### src/rtl/memory_access.sv
// Memory-access stage: passes ALU results through, or issues one data-bus
// request per load/store and formats the load data for writeback.
module memory_access (
    input  logic        clk,
    input  logic        resetn,
    // execute-stage slot-1 result
    input  logic        in_valid,
    input  logic        in_memread,
    input  logic        in_memwrite,
    input  logic [1:0]  in_msize,
    input  logic        in_signext,
    input  logic [31:0] in_aluout,
    input  logic [31:0] in_wdata,
    input  logic        in_exc,
    input  logic        in_regwrite,
    input  logic [4:0]  in_dst,
    input  logic        flush,
    output logic        stall,
    // data bus
    output logic        req,
    output logic [31:0] req_addr,
    output logic [3:0]  req_wstrb,
    output logic [31:0] req_wdata,
    output logic [1:0]  req_size,
    input  logic        addr_ok,
    input  logic        data_ok,
    input  logic [31:0] rdata,
    // writeback
    output logic        out_valid,
    output logic [31:0] out_data,
    output logic        out_regwrite,
    output logic [4:0]  out_dst,
    // FSM state: 0=IDLE, 1=REQ, 2=WAIT, 3=DRAIN
    output logic [1:0]  dbg_state_o
);

    // Handshakes: an op is taken when in_valid && !stall && !flush; the bus
    // takes the request on a cycle with req && addr_ok, and returns one
    // data_ok per taken request in a later cycle. out_valid is a one-cycle
    // pulse with no backpressure.

    typedef enum logic [1:0] {
        S_IDLE  = 2'd0,
        S_REQ   = 2'd1,
        S_WAIT  = 2'd2,
        S_DRAIN = 2'd3
    } state_e;

    state_e state_q, state_d;

    logic        accept;
    logic        is_mem;
    logic        start_mem;
    logic        pass_thru;
    logic        mem_done;

    logic [31:0] addr_fmt;
    logic [3:0]  wstrb_fmt;
    logic [31:0] wdata_fmt;
    logic [31:0] load_fmt;

    logic [31:0] req_addr_q;
    logic [3:0]  req_wstrb_q;
    logic [31:0] req_wdata_q;
    logic [1:0]  req_size_q;
    logic        ld_q;
    logic        ld_signext_q;
    logic [1:0]  ld_lane_q;
    logic [31:0] aluout_q;
    logic        regwrite_q;
    logic [4:0]  dst_q;

    logic        out_valid_q, out_valid_d;
    logic [31:0] out_data_q, out_data_d;
    logic        out_regwrite_q, out_regwrite_d;
    logic [4:0]  out_dst_q, out_dst_d;

    function automatic logic [3:0] store_strobe(input logic [1:0] size,
                                                input logic [1:0] lane);
        logic [3:0] s;
        case (size)
            2'd0:    s = 4'b0001 << lane;
            2'd1:    s = 4'b0011 << {lane[1], 1'b0};
            default: s = 4'b1111;
        endcase
        return s;
    endfunction

    function automatic logic [31:0] store_data(input logic [1:0]  size,
                                               input logic [31:0] d);
        logic [31:0] r;
        case (size)
            2'd0:    r = {4{d[7:0]}};
            2'd1:    r = {2{d[15:0]}};
            default: r = d;
        endcase
        return r;
    endfunction

    function automatic logic [31:0] load_extend(input logic [31:0] d,
                                                input logic [1:0]  size,
                                                input logic [1:0]  lane,
                                                input logic        sx);
        logic [7:0]  b;
        logic [15:0] h;
        logic [31:0] r;
        b = d[{lane, 3'b000} +: 8];
        h = lane[1] ? d[31:16] : d[15:0];
        case (size)
            2'd0:    r = {{24{sx & b[7]}}, b};
            2'd1:    r = {{16{sx & h[15]}}, h};
            default: r = d;
        endcase
        return r;
    endfunction

    assign accept    = in_valid && !stall && !flush;
    assign is_mem    = in_memread || in_memwrite;
    assign start_mem = accept && is_mem && !in_exc;
    // An excepting memory op behaves like an ALU op with its write suppressed.
    assign pass_thru = accept && !(is_mem && !in_exc);

    assign addr_fmt  = (in_msize[1]) ? {in_aluout[31:2], 2'b00} : in_aluout;
    assign wstrb_fmt = in_memwrite ? store_strobe(in_msize, in_aluout[1:0]) : 4'b0000;
    assign wdata_fmt = store_data(in_msize, in_wdata);
    assign load_fmt  = load_extend(rdata, req_size_q, ld_lane_q, ld_signext_q);

    always_comb begin
        state_d  = state_q;
        mem_done = 1'b0;
        case (state_q)
            S_IDLE: begin
                if (start_mem) state_d = S_REQ;
            end
            S_REQ: begin
                if (flush)        state_d = addr_ok ? S_DRAIN : S_IDLE;
                else if (addr_ok) state_d = S_WAIT;
            end
            S_WAIT: begin
                // A flush landing with data_ok already has its response, so
                // there is nothing left to drain.
                if (data_ok) begin
                    state_d  = S_IDLE;
                    mem_done = !flush;
                end else if (flush) begin
                    state_d = S_DRAIN;
                end
            end
            S_DRAIN: begin
                if (data_ok) state_d = S_IDLE;
            end
            default: state_d = S_IDLE;
        endcase
    end

    always_comb begin
        out_valid_d    = pass_thru || mem_done;
        out_regwrite_d = 1'b0;
        out_data_d     = out_data_q;
        out_dst_d      = out_dst_q;
        if (pass_thru) begin
            out_data_d     = in_aluout;
            out_regwrite_d = in_regwrite && !in_exc;
            out_dst_d      = in_dst;
        end else if (mem_done) begin
            out_data_d     = ld_q ? load_fmt : aluout_q;
            out_regwrite_d = ld_q && regwrite_q;
            out_dst_d      = dst_q;
        end
    end

    always_ff @(posedge clk or negedge resetn) begin
        if (!resetn) begin
            state_q        <= S_IDLE;
            out_valid_q    <= 1'b0;
            out_data_q     <= 32'h0;
            out_regwrite_q <= 1'b0;
            out_dst_q      <= 5'd0;
        end else begin
            state_q        <= state_d;
            out_valid_q    <= out_valid_d;
            out_data_q     <= out_data_d;
            out_regwrite_q <= out_regwrite_d;
            out_dst_q      <= out_dst_d;
        end
    end

    // Request and load-format context captured at accept; upstream may move
    // on once stall drops, so nothing here reads the live inputs later.
    always_ff @(posedge clk or negedge resetn) begin
        if (!resetn) begin
            req_addr_q   <= 32'h0;
            req_wstrb_q  <= 4'b0000;
            req_wdata_q  <= 32'h0;
            req_size_q   <= 2'd0;
            ld_q         <= 1'b0;
            ld_signext_q <= 1'b0;
            ld_lane_q    <= 2'd0;
            aluout_q     <= 32'h0;
            regwrite_q   <= 1'b0;
            dst_q        <= 5'd0;
        end else if (start_mem) begin
            req_addr_q   <= addr_fmt;
            req_wstrb_q  <= wstrb_fmt;
            req_wdata_q  <= wdata_fmt;
            req_size_q   <= in_msize;
            ld_q         <= in_memread;
            ld_signext_q <= in_signext;
            ld_lane_q    <= in_aluout[1:0];
            aluout_q     <= in_aluout;
            regwrite_q   <= in_regwrite;
            dst_q        <= in_dst;
        end
    end

    assign stall        = (state_q != S_IDLE);
    assign req          = (state_q == S_REQ);
    assign req_addr     = req_addr_q;
    assign req_wstrb    = req_wstrb_q;
    assign req_wdata    = req_wdata_q;
    assign req_size     = req_size_q;
    assign out_valid    = out_valid_q;
    assign out_data     = out_data_q;
    assign out_regwrite = out_regwrite_q;
    assign out_dst      = out_dst_q;
    assign dbg_state_o  = state_q;

endmodule
### config.mk
export PLATFORM = sky130hd
export DESIGN_NAME = memory_access
export DESIGN_NICKNAME = d
export VERILOG_FILES = /design/src/rtl/memory_access.sv
export SDC_FILE = /design/constraint.sdc
export NUM_CORES = 1
export LEC_CHECK = 0
export ABC_AREA = 1
export BUFFER_PORTS_ARGS = -buffer_cell sky130_fd_sc_hd__buf_4
export CAP_MARGIN = 20
export CORE_ASPECT_RATIO = 0.6
export CORE_MARGIN = 1.5
export CORE_UTILIZATION = 46
export DETAILED_ROUTE_END_ITERATION = 10
export PLACE_DENSITY = 0.78
export SYNTH_ARGS = -nofsm -noshare
export SYNTH_HDL_FRONTEND = slang
export SYNTH_SLANG_ARGS = --single-unit
### constraint.sdc
create_clock -name clk -period 1.5 [get_ports clk]
set_clock_uncertainty 0.1 [all_clocks]
set_input_delay 0.45 -clock clk [delete_from_list [all_inputs] [get_ports clk]]
set_output_delay 0.45 -clock clk [all_outputs]
set_load 0.005 [all_outputs]
Yosys cells after proc, flatten, opt, wreduce, memory -nomap -nowiden
Index checks and enable logic that the tools add are counted.
- logic and storage cells: 72
- latch bits: 0
- bits in read-only memories: 0
- memories kept: 0
- bits in writable memories: 0
- output and inout port bits: 113
- input port bits: 114
- flip-flop bits (word level): 153
- $lt $le $gt $ge: 0
- equality and inequality tests: 9
- mux-type cells: 23
- bitwise operators: 2
- shift-type cells: 3
- multiply operators: 0
- divide/modulo/power cells: 0
- add/subtract/negate cells: 0
- reductions and logical operators: 20
- operator list (operator ; number):
    one-hot mux 32 bit (2 select lines) ; 2
    two-way mux 32 bit ; 3
    variable part select 32 x 6 -> 8 bit ; 1
    two-way mux 16 bit ; 1
    two-way mux 2 bit ; 8
    two-way mux 5 bit ; 2
    logical AND 1 bit ; 8
    one-hot mux 2 bit (4 select lines) ; 1
    one-hot mux 4 bit (2 select lines) ; 1
    equality test 2 x 1 -> 1 bit (second input constant) ; 3
    logical NOT 2 bit ; 3
    equality test 2 bit (second input constant) ; 2
    logical NOT 1 bit ; 4
    two-way mux 1 bit ; 4
    two-way mux 4 bit ; 1
    != test 2 bit (second input constant) ; 2
    AND reduction 4 bit ; 1
    nonzero test 2 bit ; 2
    << shifter 1 x 2 -> 4 bit (first input constant) ; 1
    << shifter 2 x 2 -> 4 bit (first input constant) ; 1
    != test 3 x 2 -> 1 bit (second input constant) ; 1
    != test 3 bit (second input constant) ; 1
    bitwise AND 1 bit ; 2
    logical OR 1 bit ; 2

Logic depth before layout (Yosys ltp)
- depth after elaboration: 8
- gate-level depth with buffers: 12
- depth with buffers taken out: 11

Worst setup path before layout
OpenSTA, ideal clock, no wires.
- kind: input to register
- start: input flush
- end: register out_data_q[23] (netlist: out_data[23])
- stages on the path: 11
- slack: -0.070 ns
- data required time: 1.284 ns
- data arrival time: 1.353 ns
- buffers on the path: 1
- path through: inv_1 > nand2_1 > nor2_1 > o21ai_2 > nand2_1 > inv_2 > buf_4 > nand2_1 > o21ai_0 > inv_1 > nand2_1
- word-level cells in the longest chain between the ends: 4
- ends and longest elaborated chain (what ; line ; text):
    start: declaration ; 17 ; input logic flush,
    logical NOT 1 bit (*) ; 117, 144 ;
    two-way mux 1 bit / logical AND 1 bit (equally long branches) ; 142, 117 ;
    two-way mux 1 bit / logical AND 1 bit (equally long branches) ; 131, 121 ;
    nonzero test 2 bit (no line) / two-way mux 32 bit (equally long branches) ; -- ;
    end signal: assignment ; 182 ; out_data_q <= out_data_d;
    end: declaration ; 74 ; logic [31:0] out_data_q, out_data_d;
Mark *: on every way between the ends. The rest lies on a longest branch, timed or not.
A chain may end at the register's enable or synchronous reset.

Worst setup path in the final report
- start: register state_q[0] (netlist: dbg_state_o[0])
- end: register req_addr_q[1] (netlist: req_addr[1])
- word-level cells in the longest chain between the ends: 6
- ends and longest elaborated chain (what ; line ; text):
    start: declaration ; 49 ; state_e state_q, state_d;
    start signal: assignment ; 180 ; state_q <= state_d;
    nonzero test 2 bit ; 216 ; assign stall = (state_q != S_IDLE);
    logical NOT 1 bit ; 117 ; assign accept = in_valid && !stall && !flush;
    logical AND 1 bit (2 in a row) ; 117 ;
    logical AND 1 bit (2 in a row) ; 119 ; assign start_mem = accept && is_mem && !in_exc;
    end signal: assignment ; 203 ; req_addr_q <= addr_fmt;
    end: declaration ; 62 ; logic [31:0] req_addr_q;
No other way between the ends.

==> PnR_summary.wiki <==
{| class="wikitable"
! Metric !! Value
|-
| Number of maximum-capacitance constraint violations || 0
|-
| TritonCTS clock tree || yes
|-
| Critical Path Start || dbg_state_o[0]$_DFFE_PN0P_
|-
| Number of global-route vias before repair || 6960
|-
| Result of the run || complete, but fails checks
|-
| Type of the setup path with the least slack || reg2reg
|-
| Total wire length after detailed routing || about 31000 um
|-
| Via count || 8218
|-
| Sequential share of the synthesized area || between 40% and 50%
|-
| Initial standard-cell utilization of the core || 47.0%
|-
| Height of the die || 94.3 um
|-
| Post-layout minimum cycle time || between 1.5 and 2 ns
|-
| Post-synthesis area per instance || 7.27 sq um
|-
| Clk pin slew, worst setup/hold paths || 0.06 ns
|-
| Clk Latency, worst-skew pair || 0.42 ns
|-
| Half-perimeter wire length after placement || roughly 15000 um
|-
| Multiplexer share of the synthesized area || 0%
|-
| First-pass GRT wire length || 37200 um
|-
| Post-route clock period utilization || 123%
|-
| Inserted Clock Buffers || 17
|-
| Count of buffers inserted at the top-level ports || 226
|-
| Startpoint of the worst register-to-register path || dbg_state_o[0]$_DFFE_PN0P_
|-
| Flops & latches, synth || around 120
|-
| Final GP Congestion || 0.903
|-
| Destination of the worst hold path || out_dst[1]$_DFFE_PN0P_
|-
| Largest cells by area after synthesis || dfrtp_1, nand2_1, o21ai_0, a21oi_1, inv_1
|-
| Overflow left after global routing || 0
|-
| Core area || roughly 14000 sq um
|-
| Setup-failing EPs final || 173
|-
| Largest fanout of any net on the critical path || 7
|-
| DR WL/cell || approximately 22 um
|-
| Drc violations || 0
|-
| Area fraction in compound gates after synthesis || about 16%
|-
| Peak supply drop || 1.18 mV
|-
| H-tree Lvls || 4
|-
| Worst setup slack after layout || -0.341 ns
|-
| Netlist area before placement || ~6400 sq um
|-
| RSZ-0062 raised after global routing || yes
|-
| Post-route setup TNS || -30.92 ns
|-
| GRT Overall Usage || between 30% and 40%
|-
| Share of the synthesized netlist area taken by xor and xnor gates || 0%
|-
| Number of synthesis warnings || 0
|-
| Largest net degree at the start of global routing || 50
|-
| Layout cells sized above 1 || 50.5%
|-
| Antenna violations before repair || 0
|-
| Capture instance of the worst register-to-register path || req_addr[1]$_DFFE_PN0P_
|-
| Final count of hold timing violations || 0
|-
| Die boundary width || 155 um
|-
| Maximum clock insertion buffer count || 2
|-
| Antenna-violating nets left || 0
|-
| Worst Path Arrival || 2.06 ns
|-
| Layout filler cell count || 654
|-
| Pre-CTS WS || -0.366 ns
|-
| Cells on worst reg2reg path || 9
|-
| Crit path capture type || flop
|-
| Adder-cell area share of the yosys netlist || 0%
|-
| Most instantiated library cell after synthesis || nand2_1
|-
| Violated checks || setup timing
|-
| CP Data Required Time || 1.71 ns
|-
| Clock root buffer || clkbuf_16
|-
| Flop2flop setup slack || -0.34 ns
|-
| Distinct cell type count after synthesis || 26
|-
| Critical Path Source Type || flop
|-
| Design Area, Final || 11800 sq um
|-
| Maximum achievable frequency || 543 MHz
|-
| Layout Area Growth over Synthesis || 84.6%
|-
| Worst slew margin relative to its limit || 74.4%
|-
| Launch instance of the worst min-delay path || in_dst[1]
|-
| Predominant post-synthesis flop cell || dfrtp_1
|-
| # diodes || 0
|-
| Number of nets in the layout || 1355
|-
| Main combinational cell family by area after synthesis || simple AND/OR/NAND/NOR gates
|-
| Slew Viols, Final || 0
|-
| Total die area || 14600 sq um
|-
| Area share of the largest cell type after synthesis || approximately 47%
|-
| Slew @ Worst Pin || between 0.3 and 0.4 ns
|-
| Number of DRC markers after the initial detailed-route iteration || a little under 1000
|-
| PnR Total Power || 24.1 mW
|-
| Worst hold-check path type || in2reg
|-
| Worst hold path cell count || 3
|-
| List of most frequent post-synthesis cells || nand2_1, dfrtp_1, o21ai_0
|-
| Share of synthesized registers carrying an async set or reset || 100%
|-
| Syn nets || about 1000
|-
| Total I/O pin count || 227
|-
| Placed instance area || 8370 sq um
|-
| Number of standard cells after synthesis || roughly 880
|-
| Leakage power || 6.15 nW
|-
| Number of synthesized flops with an enable pin || 0
|-
| # rows || 33
|-
| Pre-antenna DRT Iters || 5
|-
| Ratio of routed vias to standard cells || about 5.8
|-
| Cell type with the highest aggregate area in the netlist || dfrtp_1
|-
| PD cells || 2040 nW/um^2
|-
| Count of clock tree sinks || 121
|-
| Share of synthesized cell area in and, or, nand and nor gates || 25.0%
|}
-- what timing repair did --
action                                  in CTS  in global routing
resized for setup                          149                285
endpoints found under the setup margin     134                231
pin swaps                                   22                 24
hold endpoints to repair                    10                  0
gates cloned                                11                 21
buffers inserted                            53                 65
hold buffers                                 1                  0
-- per-stage QoR --
stage          util, %  hold WS [ns]  std cells
2_1_floorplan        -        0.0544        878
3_3_place_gp      61.6         0.220       1253
3_5_place_dp      61.6         0.218       1253
4_1_cts           74.6         0.124       1348
5_1_grt           86.8         0.141       1429
6_report          86.8         0.138       1429
-- cells in the final DEF, fill, tap and decap left out, types with 2 or more instances in the layout --
cell type / Yosys / layout
nor2_2: 0 / 3
o21ai_2: 1 / 37
buf_6: 2 / 118
nand2_1: 327 / 227
o21ai_0: 95 / 24
a21oi_2: 0 / 6
inv_2: 3 / 6
o21ai_1: 1 / 35
nand2_4: 0 / 37
buf_12: 0 / 15
a41oi_2: 0 / 3
nand3_2: 0 / 5
bufinv_16: 0 / 3
dfrtp_2: 0 / 4
inv_6: 0 / 5
dfrtp_1: 121 / 117
nor2_4: 1 / 6
nand2_8: 0 / 2
buf_16: 0 / 7
nand3_1: 18 / 12
nand2_2: 4 / 65
a31oi_1: 3 / 3
o211ai_1: 16 / 16
clkinvlp_4: 0 / 2
buf_4: 31 / 260
a21oi_1: 67 / 61
clkinv_4: 0 / 4
buf_8: 0 / 5
inv_1: 74 / 69
nor2_1: 59 / 51
clkbuf_16: 0 / 31
-- state kept, by name, indices dropped and copies added (netlist names) --
signal / flops
aluout_q: 1
dbg_state_o: 2
dst_q: 5
ld_lane_q: 1
ld_q: 1
ld_signext_q: 1
out_data: 32
out_dst: 5
out_regwrite: 1
out_valid: 1
regwrite_q: 1
req_addr: 32
req_size: 2
req_wdata: 32
req_wstrb: 4
-- worst max path at each step --
stage | endpoint | slack (ns) | cells after the start
finish | req_addr[1]$_DFFE_PN0P_ | -0.34 | 9
global route | req_addr[1]$_DFFE_PN0P_ | -0.35 | 9
CTS | out_data[25]$_DFFE_PN0P_ | -0.27 | 13
detailed placement | out_data[28]$_DFFE_PN0P_ | -0.37 | 12
global placement | out_data[24]$_DFFE_PN0P_ | -0.28 | 12
floorplan | out_data[23]$_DFFE_PN0P_ | -0.03 | 11
-- power by group --
part | internal [mW] | total [mW] | switching, mW
clock | 2.65 | 4.36 | 1.71
sequential | 4.81 | 6.24 | 1.43
combinational | 7.34 | 13.5 | 6.16
-- kinds of logic after synthesis --
family	after synthesis
AO/OA/AOI/OAI	190
AND/OR/NAND/NOR	412
flip-flops	121
buffers and inverters	155
-- layer usage --
metal  global-route usage [%]  vias to the layer above  share of wire (%)
met5                        0                        -                  0
met4                     10.9                        0                3.5
met3                     10.2                      119                 13
met2                     50.3                      676                 45
met1                     47.6                     3912                 39
li1                         -                     3511                  -
-- final cells by class --
type / instances / area [sq um] / area share [%]
Clock buffer: 17 / 425 / 3.61
Tap cell: 175 / 219 / 1.86
Clock inverter: 15 / 189 / 1.60
Inverter: 78 / 315 / 2.67
Multi-Input combinational cell: 602 / 3370 / 28.6
Timing Repair Buffer: 421 / 4240 / 36.0
Sequential cell: 121 / 3030 / 25.7
-- critical path, cell delays in order (launching register included) --
cell	delay, ns
dfrtp_1	0.44
inv_2	0.10
nand2_2	0.06
buf_6	0.12
nor2_4	0.13
buf_6	0.14
nand2_8	0.10
buf_4	0.18
clkbuf_16	0.15
o31ai_2	0.22
Note: power is estimated with default switching activity, not from simulation.
